## config.mk

```make
export PLATFORM = sky130hd
export DESIGN_NAME = ntt_frame_sequencer
export DESIGN_NICKNAME = d
export VERILOG_FILES = /design/src/rtl/ntt_frame_sequencer.sv
export SDC_FILE = /design/constraint.sdc
export NUM_CORES = 1
export LEC_CHECK = 0
export BUFFER_PORTS_ARGS = -buffer_cell sky130_fd_sc_hd__buf_2
export CAP_MARGIN = 5
export CORE_MARGIN = 8
export CORE_UTILIZATION = 45
export DETAILED_ROUTE_END_ITERATION = 10
export PLACE_DENSITY_LB_ADDON = 0.15
export SLEW_MARGIN = 40
export SYNTH_ARGS = -nofsm -noshare
export SYNTH_HDL_FRONTEND = slang
export SYNTH_SLANG_ARGS = --single-unit
```

## constraint.sdc

```tcl
create_clock -name clk -period 5.48 [get_ports clk]
set_input_delay 0 -clock clk [delete_from_list [all_inputs] [get_ports clk]]
set_output_delay 0 -clock clk [all_outputs]
set_load 0.02 [all_outputs]
```

## src/rtl/ntt_frame_sequencer.sv

```systemverilog
// ntt_frame_sequencer
//   Frame-level controller for the NTT core, sitting between the UART word
//   assembler (inbound words) and the UART byte transmitter (outbound bytes).
//   Sequences three jobs from a single inbound word stream:
//     1. twiddle capture (RADIX/2 words) and decimated preload of the
//        per-stage twiddle RAMs (stage s receives every 2^s-th twiddle);
//     2. input-frame capture (RADIX words) and back-to-back feed to the NTT;
//     3. result capture (RADIX words) and little-endian byte serialisation.
//   Twiddles persist across frames; tw_reload (only at the start of a data
//   frame) returns to twiddle capture.
//
// Ports
//   clk, rst              clock, synchronous active-high reset
//   in_valid/in_data      inbound word stream, accepted when in_ready is high
//   in_ready              high in the two capture states (combinational)
//   tw_reload             request to recapture twiddles
//   ram_we/addr/wdata     per-stage twiddle RAM write port, stage-sliced
//   ntt_start/ntt_data    NTT input, ntt_start high for all RADIX samples
//   res_valid/res_data    NTT result stream
//   tx_start/tx_byte      one-cycle launch of a byte to the transmitter
//   tx_done               transmitter finished the current byte
//   busy                  high whenever not waiting for a data frame
//   frame_done            one-cycle pulse after the last byte is sent
module ntt_frame_sequencer #(
  parameter int W          = 32,
  parameter int RADIX      = 16,
  parameter int NUM_STAGES = $clog2(RADIX),
  parameter int ADDR_WIDTH = $clog2(RADIX/2)
) (
  input  logic                             clk,
  input  logic                             rst,
  input  logic                             in_valid,
  input  logic [W-1:0]                     in_data,
  output logic                             in_ready,
  input  logic                             tw_reload,
  output logic [NUM_STAGES-1:0]            ram_we,
  output logic [NUM_STAGES*ADDR_WIDTH-1:0] ram_addr,
  output logic [NUM_STAGES*W-1:0]          ram_wdata,
  output logic                             ntt_start,
  output logic [W-1:0]                     ntt_data,
  input  logic                             res_valid,
  input  logic [W-1:0]                     res_data,
  output logic                             tx_start,
  output logic [7:0]                       tx_byte,
  input  logic                             tx_done,
  output logic                             busy,
  output logic                             frame_done
);

  localparam int IW   = $clog2(RADIX);
  localparam int CW   = IW + 1;
  localparam int HALF = RADIX / 2;
  localparam int BPW  = W / 8;
  localparam int BCW  = $clog2(BPW + 1);
  localparam int SW   = (NUM_STAGES > 1) ? $clog2(NUM_STAGES) : 1;

  typedef enum logic [2:0] {
    S_TW_RX,
    S_TW_LOAD,
    S_DATA_RX,
    S_FEED,
    S_COLLECT,
    S_SEND_PREP,
    S_SEND_WAIT
  } state_t;

  state_t state_q, state_d;

  // Shared word index: twiddle/data capture, RAM address j, feed, collect,
  // send word. Every state exit clears it, so it never wraps.
  logic [CW-1:0]  cnt_q, cnt_d;
  logic [SW-1:0]  stg_q, stg_d;
  logic [BCW-1:0] byte_q, byte_d;

  logic [NUM_STAGES-1:0]            ram_we_q, ram_we_d;
  logic [NUM_STAGES*ADDR_WIDTH-1:0] ram_addr_q, ram_addr_d;
  logic [NUM_STAGES*W-1:0]          ram_wdata_q, ram_wdata_d;
  logic                             ntt_start_q, ntt_start_d;
  logic [W-1:0]                     ntt_data_q, ntt_data_d;
  logic                             tx_start_q, tx_start_d;
  logic [7:0]                       tx_byte_q, tx_byte_d;
  logic                             frame_done_q, frame_done_d;

  logic [W-1:0] tw_buf_q [HALF];
  logic [W-1:0] d_buf_q  [RADIX];

  logic                  tw_we;
  logic [ADDR_WIDTH-1:0] tw_waddr;
  logic                  d_we;
  logic [IW-1:0]         d_waddr;
  logic [W-1:0]          d_wdata;

  logic                  wr_go;
  logic [SW-1:0]         wr_stg;
  logic [ADDR_WIDTH-1:0] wr_j;
  logic [ADDR_WIDTH-1:0] tw_idx;
  logic [W-1:0]          sel_word;

  logic          accept;
  logic [CW-1:0] cnt_inc;
  logic [SW-1:0] stg_inc;
  logic [CW-1:0] tw_last;
  logic          cnt_last_half;
  logic          cnt_last_full;

  assign in_ready = (state_q == S_TW_RX) || (state_q == S_DATA_RX);
  assign busy     = (state_q != S_DATA_RX);
  assign accept   = in_valid && in_ready;

  assign cnt_inc       = cnt_q + CW'(1);
  assign stg_inc       = stg_q + SW'(1);
  // Last address of the current stage: stage s holds RADIX/2 >> s entries.
  assign tw_last       = (CW'(HALF) >> stg_q) - CW'(1);
  assign cnt_last_half = (cnt_q == CW'(HALF - 1));
  assign cnt_last_full = (cnt_q == CW'(RADIX - 1));

  always_comb begin
    state_d      = state_q;
    cnt_d        = cnt_q;
    stg_d        = stg_q;
    byte_d       = byte_q;
    ram_we_d     = '0;
    ram_addr_d   = '0;
    ram_wdata_d  = '0;
    ntt_start_d  = 1'b0;
    ntt_data_d   = ntt_data_q;
    tx_start_d   = 1'b0;
    tx_byte_d    = tx_byte_q;
    frame_done_d = 1'b0;
    tw_we        = 1'b0;
    tw_waddr     = cnt_q[ADDR_WIDTH-1:0];
    d_we         = 1'b0;
    d_waddr      = cnt_q[IW-1:0];
    d_wdata      = in_data;
    wr_go        = 1'b0;
    wr_stg       = '0;
    wr_j         = '0;
    tw_idx       = '0;
    sel_word     = d_buf_q[cnt_q[IW-1:0]];

    case (state_q)
      S_TW_RX: begin
        if (accept) begin
          tw_we = 1'b1;
          if (cnt_last_half) begin
            // Launch stage 0 / address 0 on the transition so the RAM
            // writes line up exactly with the TW_LOAD cycles.
            state_d = S_TW_LOAD;
            cnt_d   = '0;
            stg_d   = '0;
            wr_go   = 1'b1;
          end else begin
            cnt_d = cnt_inc;
          end
        end
      end

      S_TW_LOAD: begin
        // The registered outputs hold write (stg_q, cnt_q); pick the next.
        if (cnt_q == tw_last) begin
          cnt_d = '0;
          if (stg_q == SW'(NUM_STAGES - 1)) begin
            state_d = S_DATA_RX;
            stg_d   = '0;
          end else begin
            stg_d  = stg_inc;
            wr_go  = 1'b1;
            wr_stg = stg_inc;
          end
        end else begin
          cnt_d  = cnt_inc;
          wr_go  = 1'b1;
          wr_stg = stg_q;
          wr_j   = cnt_inc[ADDR_WIDTH-1:0];
        end
      end

      S_DATA_RX: begin
        if (tw_reload && (cnt_q == '0)) begin
          // Reload wins over a coincident accept; that word is twiddle 0.
          state_d = S_TW_RX;
          cnt_d   = '0;
          if (accept) begin
            tw_we = 1'b1;
            cnt_d = CW'(1);
          end
        end else if (accept) begin
          d_we = 1'b1;
          if (cnt_last_full) begin
            state_d     = S_FEED;
            cnt_d       = '0;
            ntt_start_d = 1'b1;
            ntt_data_d  = d_buf_q[0];
          end else begin
            cnt_d = cnt_inc;
          end
        end
      end

      S_FEED: begin
        // Outputs currently show sample cnt_q; stage the next one.
        if (cnt_last_full) begin
          state_d = S_COLLECT;
          cnt_d   = '0;
        end else begin
          cnt_d       = cnt_inc;
          ntt_start_d = 1'b1;
          ntt_data_d  = d_buf_q[cnt_inc[IW-1:0]];
        end
      end

      S_COLLECT: begin
        if (res_valid) begin
          d_we    = 1'b1;
          d_wdata = res_data;
          if (cnt_last_full) begin
            state_d = S_SEND_PREP;
            cnt_d   = '0;
            byte_d  = '0;
          end else begin
            cnt_d = cnt_inc;
          end
        end
      end

      S_SEND_PREP: begin
        tx_start_d = 1'b1;
        for (int k = 0; k < BPW; k++) begin
          if (byte_q == BCW'(k)) tx_byte_d = sel_word[k*8 +: 8];
        end
        state_d = S_SEND_WAIT;
      end

      S_SEND_WAIT: begin
        if (tx_done) begin
          state_d = S_SEND_PREP;
          if (byte_q == BCW'(BPW - 1)) begin
            byte_d = '0;
            if (cnt_last_full) begin
              state_d      = S_DATA_RX;
              cnt_d        = '0;
              frame_done_d = 1'b1;
            end else begin
              cnt_d = cnt_inc;
            end
          end else begin
            byte_d = byte_q + BCW'(1);
          end
        end
      end

      default: state_d = S_TW_RX;
    endcase

    if (wr_go) begin
      tw_idx                                         = wr_j << wr_stg;
      ram_we_d[wr_stg]                               = 1'b1;
      ram_addr_d[wr_stg*ADDR_WIDTH +: ADDR_WIDTH]    = wr_j;
      ram_wdata_d[wr_stg*W +: W]                     = tw_buf_q[tw_idx];
    end
  end

  always_ff @(posedge clk) begin
    if (rst) begin
      state_q      <= S_TW_RX;
      cnt_q        <= '0;
      stg_q        <= '0;
      byte_q       <= '0;
      ram_we_q     <= '0;
      ram_addr_q   <= '0;
      ram_wdata_q  <= '0;
      ntt_start_q  <= 1'b0;
      ntt_data_q   <= '0;
      tx_start_q   <= 1'b0;
      tx_byte_q    <= '0;
      frame_done_q <= 1'b0;
    end else begin
      state_q      <= state_d;
      cnt_q        <= cnt_d;
      stg_q        <= stg_d;
      byte_q       <= byte_d;
      ram_we_q     <= ram_we_d;
      ram_addr_q   <= ram_addr_d;
      ram_wdata_q  <= ram_wdata_d;
      ntt_start_q  <= ntt_start_d;
      ntt_data_q   <= ntt_data_d;
      tx_start_q   <= tx_start_d;
      tx_byte_q    <= tx_byte_d;
      frame_done_q <= frame_done_d;
    end
  end

  // Buffers are plain storage: never reset, survive aborts.
  always_ff @(posedge clk) begin
    if (tw_we) tw_buf_q[tw_waddr] <= in_data;
    if (d_we)  d_buf_q[d_waddr]   <= d_wdata;
  end

  assign ram_we     = ram_we_q;
  assign ram_addr   = ram_addr_q;
  assign ram_wdata  = ram_wdata_q;
  assign ntt_start  = ntt_start_q;
  assign ntt_data   = ntt_data_q;
  assign tx_start   = tx_start_q;
  assign tx_byte    = tx_byte_q;
  assign frame_done = frame_done_q;

endmodule

```

# Word level (Yosys, flattened, before mapping)
# Memories as Yosys holds them, arrays and structs flattened. A register that Yosys moved wholly into a read port is not among the register bits.
# Cells that the tools add are included.
# word_totals
register_bits,200
ram_bits,768
inputBits,70
output_inout_bits,189
elab_cells,158
n_memories,2
# mem_list
memory,words,width,read_ports,rd_ports_with_merged_regs,write_ports,line,text
d_buf_q,16,32,3,1,1,85,logic [W-1:0] d_buf_q [RADIX];
tw_buf_q,8,32,1,0,1,84,logic [W-1:0] tw_buf_q [HALF];
# classes
add_sub_neg,6
n_mul,1
magnitude_cmp,2
eq_ne,29
n_shift,6
n_mux,74
n_bitwise,6
reduce_logical,20
# op_table
operator,count
32-bit 2-to-1 mux,6
128-bit bitwise AND,1
32-bit by 34-bit variable shift with 128-bit output (first input constant),1
32-bit by 34-bit variable part select with 128-bit output,1
32-bit one-hot mux with 2 select lines,1
3-bit 2-to-1 mux,19
5-bit 2-to-1 mux,9
4-bit negation with 34-bit output,1
7-bit negation with 34-bit output,1
3-bit by 34-bit variable shift with 12-bit output (first input constant),1
3-bit by 34-bit variable part select with 12-bit output,1
8-bit 2-to-1 mux,4
5-bit one-hot mux with 6 select lines,1
2-bit inequality test (second input constant),13
3-bit one-hot mux with 7 select lines,1
1-bit 2-to-1 mux,19
12-bit bitwise AND,1
3-bit by 2-bit equality test with 1-bit output (second input constant),4
2-bit 2-to-1 mux,5
10-bit AND reduction,1
3-bit equality test (second input constant),3
3-bit by 2-bit inequality test with 1-bit output (second input constant),3
4-bit 2-to-1 mux,2
1-bit one-hot mux with 2 select lines,4
other kinds (32),41

# Longest topological paths before layout
# Gate-level depths: netlist of the first run.
# depth
ltp_word,9
depth_mapped,15
ltp_nobuf,12

# Least setup slack after synthesis of the first run
# Ideal clock, no wire load.
# synth_path
path_kind,reg-to-reg
from,reg cnt_q[3]
to,"mem tw_buf_q[1][0], enable pin"
setup_time_ns,0.461
arrival_time_ns,3.564
required_ns,5.019
path_slack_ns,1.455
stages_incl_launch_ff,7
path_buffers,1
period_less_slack_ns,4.025
path_cell_list,dfxtp_1 buf_6 nor4b_1 nand2_1 a21oi_1 nand2_1 nor3_1
# synth_via
elab_chain_cells,6
# synth_rtl
item,line,text
from (decl),71,"logic [CW-1:0] cnt_q, cnt_d;"
from (signal assigned),279,cnt_q <= cnt_d;
5-bit logical NOT,179,if (tw_reload && (cnt_q == '0)) begin
1-bit logical AND,179,
1-bit 2-to-1 mux,179,
1-bit one-hot mux with 2 select lines,141,case (state_q)
1-bit 2-to-1 mux,295,if (tw_we) tw_buf_q[tw_waddr] <= in_data;
1-bit 2-to-1 mux (implied by the code),295,
to (decl),84,
# No other way between the ends.

# Final worst setup path of the first run
# layout_path
from,reg stg_q[1]
to,"reg ram_wdata_q[104], in the netlist ram_wdata[104]"
# layout_via
elab_chain_cells,9
word_cells_on_any_way,21
classes_between,3 x add/sub; 2 x eq/ne; 4 x shift; 8 x mux; 2 x bitwise; 1 x reduce/logical; 1 x memory
# layout_rtl
item,line,text
from (decl),72,"logic [SW-1:0] stg_q, stg_d;"
from (signal assigned),280,stg_q <= stg_d;
4-bit by 2-bit >> shifter with 5-bit output,113,assign tw_last = (CW'(HALF) >> stg_q) - CW'(1);
5-bit by 2-bit subtractor with 5-bit output,113,
5-bit equality test,160,if (cnt_q == tw_last) begin
3-bit 2-to-1 mux / 2-bit 2-to-1 mux (equally long branches),-,
3-bit 2-to-1 mux / 2-bit 2-to-1 mux (equally long branches),141,
3-bit by 2-bit left shift with 3-bit output,256,tw_idx = wr_j << wr_stg;
memory 8 x 32 bit,-,
32-bit by 34-bit variable part select with 128-bit output,259,ram_wdata_d[wr_stg*W +: W] = tw_buf_q[tw_idx];
128-bit bitwise AND (no line),-,
to (signal assigned),284,ram_wdata_q <= ram_wdata_d;
to (decl),77,"logic [NUM_STAGES*W-1:0] ram_wdata_q, ram_wdata_d;"
# Several ways; a longest one is shown, not always the timed one.
# A chain may end at the register's enable or synchronous reset.

==> reports/results.ini, run 1 <==
[timing]
fin_crit_sh_pct=88.5
final.setup.tns_ps=0
fin_crit_ps=4850
setup_ws_ps=631
slew_violations=0
fin_skew_ps=33.0
whs_ps=53.4
max_freq_mhz=206
finalSetupViolations=0
relSlewSlack_pct=42.6
hold_viol_final=0
rsz0062_at_grt=no
worst_slew_pin_slew_ps=859

[synthesis]
synth-main-ff-cell=edfxtp_1
synth-edff-count=768
yosys.area.top_type_share_pct=56.0
syn_area_mm2=0.0412
synth.yosys.warnings=0
synth_area_leaders=edfxtp_1 56%, mux4_2 16%, dfxtp_1 9.9%
syn_inst=2602
ys_seq_elements=972
ys_types=65
ys_seq_area_share_pct=65.9
avgSynthCellArea_um2=15.8
synthArstFlopShare_pct=0
synth_area_leader_cell=edfxtp_1
syn-num-nets=2690

[critical_path]
cp.required_ps=6050
crit_path_max_incr_delay_ps=640
cp-end-kind=flip-flop
worstReg2RegStart=stg_q[1]$_SDFFE_PP0P_
critPathSlowestCell=nand4_4
critPathArrivalTime_ps=5420
startpoint_type=flip-flop
crit_path_frequent_cell=ha_1
path_delay_family=simple AND/OR/NAND/NOR gates
critPathKind=flip-flop to flip-flop
r2r_cells=10
reg2reg_slack_ps=630
path_max_fanout=32
path_buf_inv=1
crit_chain=inv_1 > ha_1 > nor4_1 > xnor2_1 > nor3_4 > mux2_2 > ha_1 > nor3b_1 > nand4_4 > o22ai_1
timing.rr.end=ram_wdata[104]$_SDFF_PP0_

[final_layout]
layout_commonest_cell=edfxtp_1
nets=2991
seq_area_mm2=0.0272
multi_input_area_mm2=0.0133
fillerInstances=7278
area_growth_pct=17.4
utilization_pct=53.0
fin_area_mm2=0.0484
most-common-layout-cells=768 x edfxtp_1, 288 x mux4_2, 258 x buf_2
post_route_cells_drive_above_1_share_pct=29.8

[power_and_ir_drop]
power_leakage_nw=16.0
p_switching_mw=3.46
p_per_area_mw_per_mm2=331
pwr-share-seq_pct=50.2
internal_power_mw=12.6
sw_frac_of_total_pct=21.6
comb_power_share_pct=6.7
p_clk_share_pct=43.2
ir_drop_mv=0.237

[floorplan]
chipWidth_um=319
floorplan.initialDensity_pct=45.1
rows=111
io_pins=259
die_h_um=319
core-area_mm2=0.0912
dieArea_mm2=0.101

[clock_network]
postCtsSetupBuffers=0
cts_resized=0
ctsHoldBuffers=56
worstSkewPairLatency_ps=680
cts_tree=built
clock_sinks=972
cts_max_path_buffers=3
cts_root_buf=clkbuf_16
htreeDepth=3
clk_pin_slew_ps=60
cts_inserted_buffers=101

[worst_hold_path]
hold_class=input port to flip-flop
hold_start=res_data[8]
whs_endpoint=d_buf_q[12][8]$_DFFE_PP_
whs_path_depth=2

[status]
run_status=completed

[route]
routed_wl_um=125000
num_vias=26262
drtIter0Drc=2795
avgRoutedWirePerCell_um=29.9
drc_errors=0
vias_per_cell=6.28
detail_route.first_pass.iterations=6
ant_nets=0

[global_route]
antenna_found_initial=6
grt_pass1_vias=26407
overflow=0
grt_usage_pct=24.0
grt_max_degree=78
grt_pass1_wl_um=182000

[flow_run]
cap_violations=0

[placed_design]
port_buffers=258
placed_area_mm2=0.0443
gp_congestion=0.844
dpl_worst_slack_ps=745
hpwlAfterDp_um=78000

-- Yosys cell counts, types with 18 or more instances --
master	number
edfxtp_1	768
mux4_2	288
dfxtp_1	204
nor2_1	199
nand2_1	154
nand3_1	135
o22ai_1	107
clkbuf_1	101
a31oi_1	64
a21oi_1	62
buf_2	57
nor2b_1	47
inv_1	46
a211oi_1	34
mux2_2	34
nor3_1	34
a311oi_1	33
o32ai_1	32
o21ai_0	31
buf_1	25
mux2i_1	20
ha_1	18
-- through the flow --
step / instances / total power, mW
finish: 4179 / 16.0
global route: 4177 / 16.5
CTS: 4176 / 16.1
detailed placement: 3929 / 9.23
global placement: 3915 / 9.21
floorplan: 2602 / 8.88
-- worst max path at each step --
| stage | startpoint | endpoint | slack, ps | cells after the start |
|---|---|---|---|---|
| 2_1_floorplan | cnt_q[3]$_SDFFE_PP0P_ | tw_buf_q[1][0]$_DFFE_PP_ | 1460 | 6 |
| 3_3_place_gp | stg_q[1]$_SDFFE_PP0P_ | ram_wdata[55]$_SDFF_PP0_ | 1000 | 11 |
| 3_5_place_dp | stg_q[1]$_SDFFE_PP0P_ | ram_wdata[127]$_SDFF_PP0_ | 740 | 10 |
| 4_1_cts | stg_q[1]$_SDFFE_PP0P_ | ram_wdata[127]$_SDFF_PP0_ | 720 | 10 |
| 5_1_grt | stg_q[1]$_SDFFE_PP0P_ | ram_wdata[59]$_SDFF_PP0_ | 310 | 11 |
| 6_report | stg_q[1]$_SDFFE_PP0P_ | ram_wdata[104]$_SDFF_PP0_ | 630 | 10 |
-- per-layer routing --
layer | GRT usage, % | vias up | part of all wire [%]
met2 | 40.7 | 1243 | 50
met3 | 4.35 | 199 | 7.8
met5 | 0 | - | 0.010
li1 | - | 11050 | -
met4 | 6.77 | 2 | 2.6
met1 | 31.8 | 13768 | 40
-- power by group through the flow --
| stage | Combinational [mW] | Clock (mW) | Sequential (mW) |
|---|---|---|---|
| 2_1_floorplan | 0.711 | 0 | 8.17 |
| 3_3_place_gp | 0.990 | 0 | 8.22 |
| 3_5_place_dp | 1.02 | 0 | 8.21 |
| 4_1_cts | 1.06 | 7.02 | 8.05 |
| 5_1_grt | 1.13 | 7.29 | 8.04 |
| 6_report | 1.07 | 6.92 | 8.04 |
-- sequential cells by signal, summed over array words and instances (netlist names), 2 cells and up, named ones only --
signal and flops:
stg_q 2, ntt_data 32, tw_buf_q 256, byte_q 3, tx_byte 8, ram_wdata 128, state_q 3, d_buf_q 512
ram_we 4, ram_addr 12, cnt_q 5
-- cell families after synthesis --
logic type                 count (synthesis)  synth area share [%]
DFF                                      972                  65.9
and+or+nand+nor                          625                  7.12
AOI/OAI and AO/OA                        396                  6.52
muxes                                    342                  17.2
buffers and inverters                    242                  2.57
adders and majority gates                 18                 0.547
xor gates and xnor gates                   7                 0.167
-- final cells by class --
| type | count | share of cell area [%] |
|---|---|---|
| Clock buffer | 150 | 6.34 |
| Multi-Input combinational cell | 1388 | 27.5 |
| Clock inverter | 41 | 0.724 |
| Sequential cell | 972 | 56.2 |
| Timing Repair Buffer | 392 | 5.79 |
| Inverter | 48 | 0.373 |
| Antenna cell | 2 | 0.0103 |
| Tap cell | 1186 | 3.07 |
Note: power is estimated with default switching activity, not from simulation.
==> run 2, diff against run 1 <==
--- a/config.mk
+++ b/config.mk
@@ -8,7 +8,7 @@
 export BUFFER_PORTS_ARGS = -buffer_cell sky130_fd_sc_hd__buf_2
 export CAP_MARGIN = 5
 export CORE_MARGIN = 8
-export CORE_UTILIZATION = 45
+export CORE_UTILIZATION = 61
 export DETAILED_ROUTE_END_ITERATION = 10
 export PLACE_DENSITY_LB_ADDON = 0.15
 export SLEW_MARGIN = 40
==> constraint.sdc (replaced) <==
create_clock -name clk -period 5.48 [get_ports clk]
set_input_delay 1.096 -clock clk [delete_from_list [all_inputs] [get_ports clk]]
set_output_delay 1.096 -clock clk [all_outputs]
set_load 0.02 [all_outputs]
==> run 2 against run 1 <==
Compared with the run above: clock-buffer cell count fell by 21; non-clock buffer count fell by 67; sequential cell count did not move; global-route usage rose by 5.9 points; sequential share of layout area rose by 1.5 points; first-iteration DRC count rose by 16%; via count fell by 0.57%; critical path type unchanged.
==> reports/results.ini, run 2 (synthesized netlist as in run 1, its figures left out) <==
[critical_path]
crit_start=stg_q[1]$_SDFFE_PP0P_
critPathKind=flip-flop to flip-flop
path_buf_inv=2  ; +1
crit_path_max_incr_delay_ps=570  ; -70 ps
crit_path_frequent_cell=ha_1
cp-end-kind=flip-flop
critPathSlowestCell=nand4_4
setup.worst_path.end=ram_wdata[107]$_SDFF_PP0_
r2r_cells=11  ; +1
startpoint_type=flip-flop
critPathArrivalTime_ps=5020  ; -400 ps
path_max_fanout=32  ; unchanged
timing.rr.end=ram_wdata[107]$_SDFF_PP0_
worstReg2RegStart=stg_q[1]$_SDFFE_PP0P_
crit_cells=11  ; +1
cp.required_ps=6030  ; -20 ps
path_delay_family=simple AND/OR/NAND/NOR gates
crit_chain=inv_1 > ha_1 > nor4_1 > xnor2_1 > nor3_4 > mux2_2 > inv_2 > ha_1 > nor3b_1 > nand4_4 > o22ai_1
reg2reg_slack_ps=1010  ; +380 ps

[final_layout]
nets=2918  ; -2.4%
final_cells=3787  ; -9.4%
area_growth_pct=14.3
largest_register_ffs=512  ; unchanged
regMostFlops=d_buf_q
utilization_pct=70.2  ; +17 points
layout_commonest_cell=edfxtp_1
most-common-layout-cells=768 x edfxtp_1, 288 x mux4_2, 258 x buf_2
post_route_cells_drive_above_1_share_pct=29.8  ; about the same
fillerInstances=4332  ; -40%
fin_area_mm2=0.0471  ; -2.7%

[clock_network]
cts_tree=built
htreeDepth=3  ; unchanged
cts_root_buf=clkbuf_16
clock_sinks=972  ; unchanged
cts_max_path_buffers=3  ; unchanged
clk_pin_slew_ps=70  ; about the same
cts_resized=0  ; unchanged
cts_inserted_buffers=95  ; -5.9%
postCtsSetupBuffers=0  ; unchanged
ctsHoldBuffers=0  ; -100%
worstSkewPairLatency_ps=660  ; -20 ps

[route]
met1_length_um=42100  ; -15%
detail_route.first_pass.iterations=8  ; +2
avgRoutedWirePerCell_um=30.4  ; +1.6%
routed_wl_um=115000  ; -8.0%
num_vias=26113  ; -0.57%
routed.top_layer=met4
routed-wl-met3_um=12100  ; +24%
drc_errors=0  ; unchanged
ant_nets=0  ; unchanged
drtIter0Drc=3253  ; +16%
wl_met2_um=56200  ; -9.9%
vias_per_cell=6.90  ; +9.7%

[global_route]
grt_usage_pct=30.0  ; +5.9 points
overflow=0  ; unchanged
grt_max_degree=133  ; +71%
grt_pass1_wl_um=168000  ; -7.7%
antenna_found_initial=2  ; -4
grt_pass1_vias=25812  ; -2.3%

[timing]
slew_violations=0  ; unchanged
max_freq_mhz=224  ; +8.5%
rsz0062_at_grt=no
relSlewSlack_pct=42.7  ; +0.098 points
whs_ps=493  ; +440 ps
fin_skew_ps=18.4  ; -14.6 ps
worst_slew_pin_slew_ps=855  ; -3.18 ps
hold_viol_final=0  ; unchanged
fin_crit_ps=4470  ; -378 ps
finalSetupViolations=0  ; unchanged
final.setup.tns_ps=0  ; unchanged
fin_crit_sh_pct=81.6  ; -6.9 points

[floorplan]
core-area_mm2=0.0670  ; -27%
rows=95  ; -14%
floorplan.initialDensity_pct=61.4  ; +16 points
io_pins=259  ; unchanged
die_h_um=276  ; -13%
chipWidth_um=276  ; -13%
dieArea_mm2=0.0761  ; -25%

[placed_design]
gp_congestion=0.883  ; +4.7%
dp_cells=3605  ; -8.2%
port_buffers=258  ; unchanged
hpwlAfterDp_um=69300  ; -11%
placed_area_mm2=0.0437  ; -1.4%

[worst_hold_path]
hold_start=ntt_data[16]$_SDFFE_PP0P_
hold_class=flip-flop to flip-flop

[flow_run]
cap_violations=0  ; unchanged

[power_and_ir_drop]
ir_drop_mv=0.279  ; +18%
p_per_area_mw_per_mm2=337  ; +1.8%
power_leakage_nw=15.6  ; -2.5%

[status]
run_status=completed

[run 2: cell count changes in the layout (fill, tap and decap cells not counted), sizes merged]
cell / change
dlygate4sd3: -56
clkbuf: -21
buf: -11
inv: +9
bufinv: +6
clkinv: -4
clkinvlp: -2
[run 2: metrics by stage]
step / setup slack (ps) / power, mW
floorplan: 832 / 8.88
global placement: 1270 / 9.16
detailed placement: 1120 / 9.18
CTS: 1080 / 15.9
global route: 604 / 16.3
finish: 1010 / 15.9
[run 2: cell type report]
cell class | count | area (um2) | share of cell area [%]
Clock inverter | 50 | 583 | 1.24
Clock buffer | 129 | 2740 | 5.81
Antenna cell | 2 | 5.00 | 0.0106
Sequential cell | 972 | 27200 | 57.7
Timing Repair Buffer | 325 | 2030 | 4.31
Tap cell | 873 | 1090 | 2.32
Multi-Input combinational cell | 1388 | 13300 | 28.2
Inverter | 48 | 180 | 0.383
[run 2: power by group]
part	total, mW	internal [mW]	switching [mW]
logic	0.987	0.463	0.524
clock network	6.84	4.01	2.83
registers	8.05	8.00	0.0552
[run 2: how the worst min path moves through the flow]
stage	endpoint	slack (ps)	cells after the start
after floorplan	byte_q[1]$_SDFFE_PP0P_	510	2
after global placement	ntt_data[27]$_SDFFE_PP0P_	490	2
after detailed placement	ntt_data[28]$_SDFFE_PP0P_	490	2
after CTS	ntt_data[28]$_SDFFE_PP0P_	500	2
after global routing	ntt_data[28]$_SDFFE_PP0P_	520	2
final	ntt_data[16]$_SDFFE_PP0P_	490	2
[run 2: worst reg2reg max path: stages, from the launching register on]
cell	delay, ps
dfxtp_1	550
inv_1	240
ha_1	270
nor4_1	490
xnor2_1	270
nor3_4	250
mux2_2	470
inv_2	180
ha_1	210
nor3b_1	480
nand4_4	570
o22ai_1	390
[run 2: layer usage]
| layer | track usage (%) | vias up |
|---|---|---|
| met2 | 49.9 | 1689 |
| met1 | 39.7 | 13263 |
| met5 | 0 | - |
| li1 | - | 10888 |
| met3 | 5.57 | 273 |
| met4 | 10.7 | 0 |
